$ cat src/rtl/jpeg_pkg.sv
// Shared JPEG back-end definitions: MCU geometry, default pixel width and the
// output-scheduler state encoding.
package jpeg_pkg;

    localparam int unsigned MCU_S_444 = 8;
    localparam int unsigned MCU_S_411 = 16;
    localparam int unsigned PIX_W_DEF = 24;

    typedef enum logic [2:0] {
        StIdle,
        StLim,
        StRow,
        StRd,
        StWr,
        StDone
    } out_state_e;

    // Visible extent of an MCU along one axis: min(s, lim - off), or 0 when the
    // MCU starts at or beyond the image edge.
    function automatic logic [4:0] clip_dim(input logic [4:0]  s,
                                            input logic [15:0] lim,
                                            input logic [16:0] off);
        logic [17:0] l;
        logic [17:0] o;
        logic [17:0] d;
        l = {2'b00, lim};
        o = {1'b0, off};
        d = l - o;
        if (l <= o) begin
            return 5'd0;
        end else if (d >= {13'd0, s}) begin
            return s;
        end else begin
            return 5'(d);
        end
    endfunction

endpackage

$ cat src/rtl/jpeg_out_skid.sv
// Two-entry valid/ready skid FIFO for the prefetching output path; only built
// when JPEG_OUT_PREFETCH_EN is defined. The producer tracks space via count.
`ifdef JPEG_OUT_PREFETCH_EN
module jpeg_out_skid #(
    parameter int unsigned W = 48
) (
    input  logic         clk,
    input  logic         rst,
    input  logic         in_valid,
    input  logic [W-1:0] in_data,
    output logic         out_valid,
    input  logic         out_ready,
    output logic [W-1:0] out_data,
    output logic [1:0]   count
);

    logic [W-1:0] ent0_q, ent0_d;
    logic [W-1:0] ent1_q, ent1_d;
    logic         wr_ptr_q, wr_ptr_d;
    logic         rd_ptr_q, rd_ptr_d;
    logic [1:0]   cnt_q, cnt_d;
    logic         push;
    logic         pop;

    assign out_valid = (cnt_q != 2'd0);
    assign out_data  = rd_ptr_q ? ent1_q : ent0_q;
    assign count     = cnt_q;
    assign push      = in_valid && (cnt_q != 2'd2);
    assign pop       = out_valid && out_ready;

    always_comb begin
        ent0_d   = ent0_q;
        ent1_d   = ent1_q;
        wr_ptr_d = wr_ptr_q;
        rd_ptr_d = rd_ptr_q;
        cnt_d    = cnt_q + {1'b0, push} - {1'b0, pop};
        if (push) begin
            if (wr_ptr_q) begin
                ent1_d = in_data;
            end else begin
                ent0_d = in_data;
            end
            wr_ptr_d = ~wr_ptr_q;
        end
        if (pop) begin
            rd_ptr_d = ~rd_ptr_q;
        end
    end

    always_ff @(posedge clk) begin
        if (rst) begin
            ent0_q   <= '0;
            ent1_q   <= '0;
            wr_ptr_q <= 1'b0;
            rd_ptr_q <= 1'b0;
            cnt_q    <= 2'd0;
        end else begin
            ent0_q   <= ent0_d;
            ent1_q   <= ent1_d;
            wr_ptr_q <= wr_ptr_d;
            rd_ptr_q <= rd_ptr_d;
            cnt_q    <= cnt_d;
        end
    end

endmodule
`endif

$ cat src/rtl/jpeg_out_sched.sv
// Walks the MCU RGB buffer in raster order and writes visible pixels to the
// frame buffer. Define JPEG_OUT_PREFETCH_EN for the one-pixel-per-cycle path.
module jpeg_out_sched
    import jpeg_pkg::*;
#(
    parameter int unsigned ADDR_W = 24,
    parameter int unsigned PIX_W  = PIX_W_DEF
) (
    input  logic              clk,
    input  logic              rst,
    input  logic              mcu_start,
    input  logic              pic_is_411,
    input  logic [15:0]       width,
    input  logic [15:0]       heigth,
    input  logic [12:0]       x_mcu_rgb,
    input  logic [12:0]       y_mcu_rgb,
    output logic              out_empty,
    output logic              buf_rd_en,
    output logic [7:0]        buf_rd_addr,
    input  logic [PIX_W-1:0]  buf_rd_data,
    output logic              fb_wr_valid,
    output logic [ADDR_W-1:0] fb_wr_addr,
    output logic [PIX_W-1:0]  fb_wr_data,
    input  logic              fb_wr_ready
);

    out_state_e        state_q, state_d;
    logic              out_empty_q, out_empty_d;
    logic [4:0]        s_q, s_d;
    logic [12:0]       x_q, x_d;
    logic [12:0]       y_q, y_d;
    logic [15:0]       width_q, width_d;
    logic [15:0]       height_q, height_d;
    logic [4:0]        cols_q, cols_d;
    logic [4:0]        rows_q, rows_d;
    logic [4:0]        r_q, r_d;
    logic [4:0]        c_q, c_d;
    logic [ADDR_W-1:0] row_base_q, row_base_d;

    logic [16:0]       x_off;
    logic [16:0]       y_off;
    logic [ADDR_W-1:0] row_prod;

    assign out_empty   = out_empty_q;
    assign x_off       = {4'd0, x_q} * {12'd0, s_q};
    assign y_off       = {4'd0, y_q} * {12'd0, s_q};
    // Unsigned product, truncated so frame-buffer addresses wrap.
    assign row_prod    = ADDR_W'(({23'd0, y_off} + {35'd0, r_q}) * {24'd0, width_q}
                                 + {23'd0, x_off});
    assign buf_rd_addr = 8'(r_q) * 8'(s_q) + 8'(c_q);

`ifdef JPEG_OUT_PREFETCH_EN
    logic              pend_q, pend_d;
    logic [ADDR_W-1:0] pend_addr_q, pend_addr_d;
    logic              rd_done_q, rd_done_d;
    logic [1:0]        skid_cnt;
    logic              can_issue;
    logic              pop;

    assign pop = fb_wr_valid && fb_wr_ready;
    // A read may only be issued if its data will have a slot when it lands.
    assign can_issue = !rd_done_q && (pop || (({1'b0, skid_cnt} + {2'd0, pend_q}) < 3'd2));

    jpeg_out_skid #(
        .W(ADDR_W + PIX_W)
    ) u_skid (
        .clk      (clk),
        .rst      (rst),
        .in_valid (pend_q),
        .in_data  ({pend_addr_q, buf_rd_data}),
        .out_valid(fb_wr_valid),
        .out_ready(fb_wr_ready),
        .out_data ({fb_wr_addr, fb_wr_data}),
        .count    (skid_cnt)
    );
`else
    logic              wr_first_q, wr_first_d;
    logic [PIX_W-1:0]  data_q, data_d;

    assign fb_wr_addr = row_base_q + ADDR_W'(c_q);
    // Read data is only valid in the first write cycle; hold a copy after that.
    assign fb_wr_data = wr_first_q ? buf_rd_data : data_q;
`endif

    always_comb begin
        state_d     = state_q;
        out_empty_d = out_empty_q;
        s_d         = s_q;
        x_d         = x_q;
        y_d         = y_q;
        width_d     = width_q;
        height_d    = height_q;
        cols_d      = cols_q;
        rows_d      = rows_q;
        r_d         = r_q;
        c_d         = c_q;
        row_base_d  = row_base_q;
        buf_rd_en   = 1'b0;
`ifdef JPEG_OUT_PREFETCH_EN
        pend_d      = 1'b0;
        pend_addr_d = pend_addr_q;
        rd_done_d   = rd_done_q;
`else
        fb_wr_valid = 1'b0;
        wr_first_d  = 1'b0;
        data_d      = data_q;
`endif
        unique case (state_q)
            StIdle: begin
                if (mcu_start) begin
                    s_d         = pic_is_411 ? 5'(MCU_S_411) : 5'(MCU_S_444);
                    x_d         = x_mcu_rgb;
                    y_d         = y_mcu_rgb;
                    width_d     = width;
                    height_d    = heigth;
                    out_empty_d = 1'b0;
                    state_d     = StLim;
                end
            end
            StLim: begin
                cols_d = clip_dim(s_q, width_q, x_off);
                rows_d = clip_dim(s_q, height_q, y_off);
                r_d    = 5'd0;
                c_d    = 5'd0;
`ifdef JPEG_OUT_PREFETCH_EN
                rd_done_d = 1'b0;
`endif
                state_d = (cols_d == 5'd0 || rows_d == 5'd0) ? StDone : StRow;
            end
            StRow: begin
                row_base_d = row_prod;
                state_d    = StRd;
            end
`ifdef JPEG_OUT_PREFETCH_EN
            StRd: begin
                if (can_issue) begin
                    buf_rd_en   = 1'b1;
                    pend_d      = 1'b1;
                    pend_addr_d = row_base_q + ADDR_W'(c_q);
                    if (c_q + 5'd1 != cols_q) begin
                        c_d = c_q + 5'd1;
                    end else begin
                        c_d = 5'd0;
                        if (r_q + 5'd1 != rows_q) begin
                            r_d        = r_q + 5'd1;
                            row_base_d = row_base_q + ADDR_W'(width_q);
                        end else begin
                            rd_done_d = 1'b1;
                        end
                    end
                end
                if (rd_done_q && !pend_q && skid_cnt == 2'd0) begin
                    state_d = StDone;
                end
            end
`else
            StRd: begin
                buf_rd_en  = 1'b1;
                wr_first_d = 1'b1;
                state_d    = StWr;
            end
            StWr: begin
                fb_wr_valid = 1'b1;
                if (wr_first_q) begin
                    data_d = buf_rd_data;
                end
                if (fb_wr_ready) begin
                    if (c_q + 5'd1 != cols_q) begin
                        c_d     = c_q + 5'd1;
                        state_d = StRd;
                    end else if (r_q + 5'd1 != rows_q) begin
                        c_d     = 5'd0;
                        r_d     = r_q + 5'd1;
                        state_d = StRow;
                    end else begin
                        state_d = StDone;
                    end
                end
            end
`endif
            StDone: begin
                out_empty_d = 1'b1;
                state_d     = StIdle;
            end
            default: state_d = StIdle;
        endcase
    end

    always_ff @(posedge clk) begin
        if (rst) begin
            state_q     <= StIdle;
            out_empty_q <= 1'b1;
            s_q         <= 5'd0;
            x_q         <= '0;
            y_q         <= '0;
            width_q     <= '0;
            height_q    <= '0;
            cols_q      <= '0;
            rows_q      <= '0;
            r_q         <= '0;
            c_q         <= '0;
            row_base_q  <= '0;
`ifdef JPEG_OUT_PREFETCH_EN
            pend_q      <= 1'b0;
            pend_addr_q <= '0;
            rd_done_q   <= 1'b0;
`else
            wr_first_q  <= 1'b0;
            data_q      <= '0;
`endif
        end else begin
            state_q     <= state_d;
            out_empty_q <= out_empty_d;
            s_q         <= s_d;
            x_q         <= x_d;
            y_q         <= y_d;
            width_q     <= width_d;
            height_q    <= height_d;
            cols_q      <= cols_d;
            rows_q      <= rows_d;
            r_q         <= r_d;
            c_q         <= c_d;
            row_base_q  <= row_base_d;
`ifdef JPEG_OUT_PREFETCH_EN
            pend_q      <= pend_d;
            pend_addr_q <= pend_addr_d;
            rd_done_q   <= rd_done_d;
`else
            wr_first_q  <= wr_first_d;
            data_q      <= data_d;
`endif
        end
    end

endmodule

$ cat config.mk
export PLATFORM = sky130hd
export DESIGN_NAME = jpeg_out_sched
export DESIGN_NICKNAME = d
export VERILOG_FILES = /design/src/rtl/jpeg_pkg.sv /design/src/rtl/jpeg_out_skid.sv /design/src/rtl/jpeg_out_sched.sv
export SDC_FILE = /design/constraint.sdc
export NUM_CORES = 1
export LEC_CHECK = 0
export ABC_AREA = 1
export CAP_MARGIN = 5
export CORE_AREA = 2 2 232 234
export CTS_BUF_LIST = sky130_fd_sc_hd__clkbuf_8
export CTS_CLUSTER_SIZE = 16
export DETAILED_ROUTE_END_ITERATION = 10
export DIE_AREA = 0 0 234 236
export RECOVER_POWER = 100
export SLEW_MARGIN = 0
export SYNTH_ARGS = -nofsm -noshare
export SYNTH_HDL_FRONTEND = slang
export SYNTH_SLANG_ARGS = --single-unit
export TNS_END_PERCENT = 20
$ cat constraint.sdc
create_clock -name clk -period 9.4 [get_ports clk]
set_input_delay 1.41 -clock clk [delete_from_list [all_inputs] [get_ports clk]]
set_output_delay 1.41 -clock clk [all_outputs]
set_load 0.01 [all_outputs]
==> metrics.md <==
| Metric | Value |
|---|---|
| Element type at the critical path end | register |
| Reg2reg path depth | between 40 and 50 |
| Max Root-Sink Buffers | 2 |
| Synth Instances | 2610 |
| DRT Wirelength | ~52000 um |
| Met2 WL post-DR | 23580 um |
| Clock Sinks | 133 |
| Max-slew violations | 180 |
| Pwr dens | 182.6 nW/um2 |
| Initial antenna violation count | 1 |
| Die W | 234 um |
| WHS Path Cells | 2 |
| Sequential share of the synthesized area | roughly 15% |
| Area Overhead vs Synth | 13.54% |
| Hold buffer count at CTS | 0 |
| Total grt overflow | 0 |
| Gpl congestion | just under 1 |
| Post-synth EDFFs | 0 |
| Ys async rst share | 0% |
| Initial core utilization | 34.48% |
| Port buffer count | about 150 |
| Clk pin slew, worst setup/hold paths | 80 ps |
| Most frequent cells in the layout | nand2_1, inv_1, fa_1, ha_1, nor2_1 |
| Synth Flop Type | dfxtp_1 |
| Met3 wire length | about 2700 um |
| Hold_ws | 452.5 ps |
| Commonest non-fill, non-tap cell in the layout | nand2_1 |
| Highest metal used | met4 |
| M1 wire length | 23980 um |
| Core Area | between 50000 and 60000 um2 |
| Leakage | 10.88 nW |
| Maximum fanout along the worst path | 11 |
| Failing checks | capacitance limit, slew limit |
| Relative max-transition margin | -138.3% |
| Mapped Avg Cell Area | ~7 um2 |
| CTS tree | built |
| Largest net degree at the start of global routing | between 70 and 80 |
| Clock skew | about 18 ps |
| Die area | approximately 55000 um2 |
| Global Route Usage Sum | between 10% and 20% |
| #FFs+latches synth | around 130 |
| Worst-Margin Slew | about 3600 ps |
| Max_cap viols | 3 |
| Total negative slack | 0 ps |
| HP Class | register to register |
| Highest Clock Rate | approximately 120 MHz |
| Critical Path AT | between 9000 and 10000 ps |
| First-pass detailed-route iteration total | 8 |
| RSZ-0062 raised after global routing | no |
| Final Util | between 30% and 40% |
| Dpl hpwl | between 40000 and 50000 um |
| Ys Warns | 0 |
| Vias in the first global route | between 15k and 20k |
| Post-route ant nets | 0 |
| Number of DRC markers in iteration 0 | 993 |
| Clock Tree Root | clkbuf_8 |
| Vias per std cell | roughly 4.8 |
| Startpoint types | register |
| Number of H-tree levels | 4 |
| Routed vias | approximately 16k |
| Final Hold Fails | 0 |
| CP required | between 9000 and 10000 ps |
| Status | finished, violations left |
| Worst skew pair latency | ~520 ps |
| DRC viols | 0 |
| Syn_nets | between 3k and 4k |
| Mapped Area | between 15000 and 20000 um2 |
| Filler cell count | roughly 5.5k |
| Crit path largest cell delay | 560 ps |
| # rows | 85 |
| Period Utilization, post-route | 91.89% |
| Io pins | approximately 150 |
| Die Ht | about 240 um |
| Mean routed wirelength per cell | 15.19 um |
| # setup viols final | 0 |
| Crit-path slowest cell | fa_1 |
| First-pass GRT wire length | around 86000 um |
| Peak supply drop | 0.1136 mV |
| Tmin final | roughly 8600 ps |
| Fraction of layout cells with a size suffix above 1 | roughly 3.6% |
| Critical path class | register to register |
| Synth cell types | 53 |
| Num CTS Buffers | 17 |
| Final #Nets | between 3k and 4k |
| Most common cell on crit path | inv_1 |
## where the power goes
part	switching [mW]	internal (mW)
clock	0.272	0.249
sequential	0.207	0.711
combinational	1.51	0.846
## logic make-up after synthesis
family	synth area share, %
AO/OA/AOI/OAI	9.552
XOR/XNOR	3.966
adder cells (fa/ha/maj)	34.99
buffers and inverters	13.76
flip-flops	14.55
AND/OR/NAND/NOR	23.18
## worst max-delay path, delay by kind of cell (launching register included)
kind | cells | cell delay (ps)
and+or+nand+nor | 12 | 1250
adders and majority gates | 12 | 4800
AOI/OAI and AO/OA | 7 | 1110
buffers and inverters | 12 | 1000
DFF | 1 | 440
## path summary, 6_finish.rpt
check	slack, ps	endpoint	from
setup / recovery	760	row_base_q[23]	s_q[3]
hold / removal	450	data_q[11]	data_q[11]
setup reg to reg	760	row_base_q[23]	s_q[3]
hold reg to reg	450	data_q[11]	data_q[11]
## final cells by class
cell class	count	area, um2	area share [%]
clock inverter	14	161.4	0.7768
timing repair buffer	160	1548	7.449
tap	696	870.8	4.191
sequential	133	2665	12.83
inverter	579	2176	10.47
multi-input combinational	1812	13110	63.08
clock buffer	18	247.7	1.192
antenna	1	2.502	0.01204
## Yosys cell counts, types with 5 or more instances
cell type	number	share of area, %
nand4_1	23	0.79
inv_2	13	0.27
o21ai_1	7	0.19
a211oi_1	8	0.33
nand2_2	13	0.44
nor2_2	6	0.21
inv_1	556	11
nor3_1	12	0.33
fa_1	198	22
a21oi_1	169	4.6
nand3_1	109	3.0
o21ai_0	112	3.1
buf_1	5	0.10
clkinv_1	9	0.18
nand2_1	628	13
nor2_1	180	3.7
xor2_1	57	2.7
clkbuf_1	76	1.6
xnor2_1	24	1.1
o21bai_1	5	0.21
dfxtp_1	133	15
nand2_4	6	0.37
nand3b_1	5	0.21
ha_1	195	13
## repair_timing
item / in CTS / in global routing
gates resized for setup: 0 / 2
endpoints found under the setup margin: 0 / 1
setup buffers: 0 / 0
## per-layer routing
layer  global-route usage [%]  vias up
li1                         -     8163
met1                    26.25     7730
met2                    32.19      407
met3                    3.228       78
met4                    6.962        0
met5                        0        -
## registers in the layout, indices dropped and copies added (netlist names)
signal / flops
width_q: 16
wr_first_q: 1
r_q: 5
s_q: 2
state_q: 3
data_q: 24
y_q: 13
out_empty: 1
cols_q: 5
rows_q: 5
row_base_q: 24
height_q: 16
x_q: 13
c_q: 5
## stage by stage
step / total power, mW / instance area [um2] / cells / setup slack, ps
6_report: 3.793 / 20780 / 3413 / 762.0
2_1_floorplan: 2.536 / 18300 / 2610 / 1102
4_1_cts: 3.839 / 20800 / 3412 / 613.8
5_1_grt: 4.199 / 20780 / 3413 / 9.762
3_3_place_gp: 3.258 / 20390 / 3380 / 909.8
3_5_place_dp: 3.294 / 20390 / 3380 / 644.3
No activity file was read; power rests on OpenSTA's default activity.
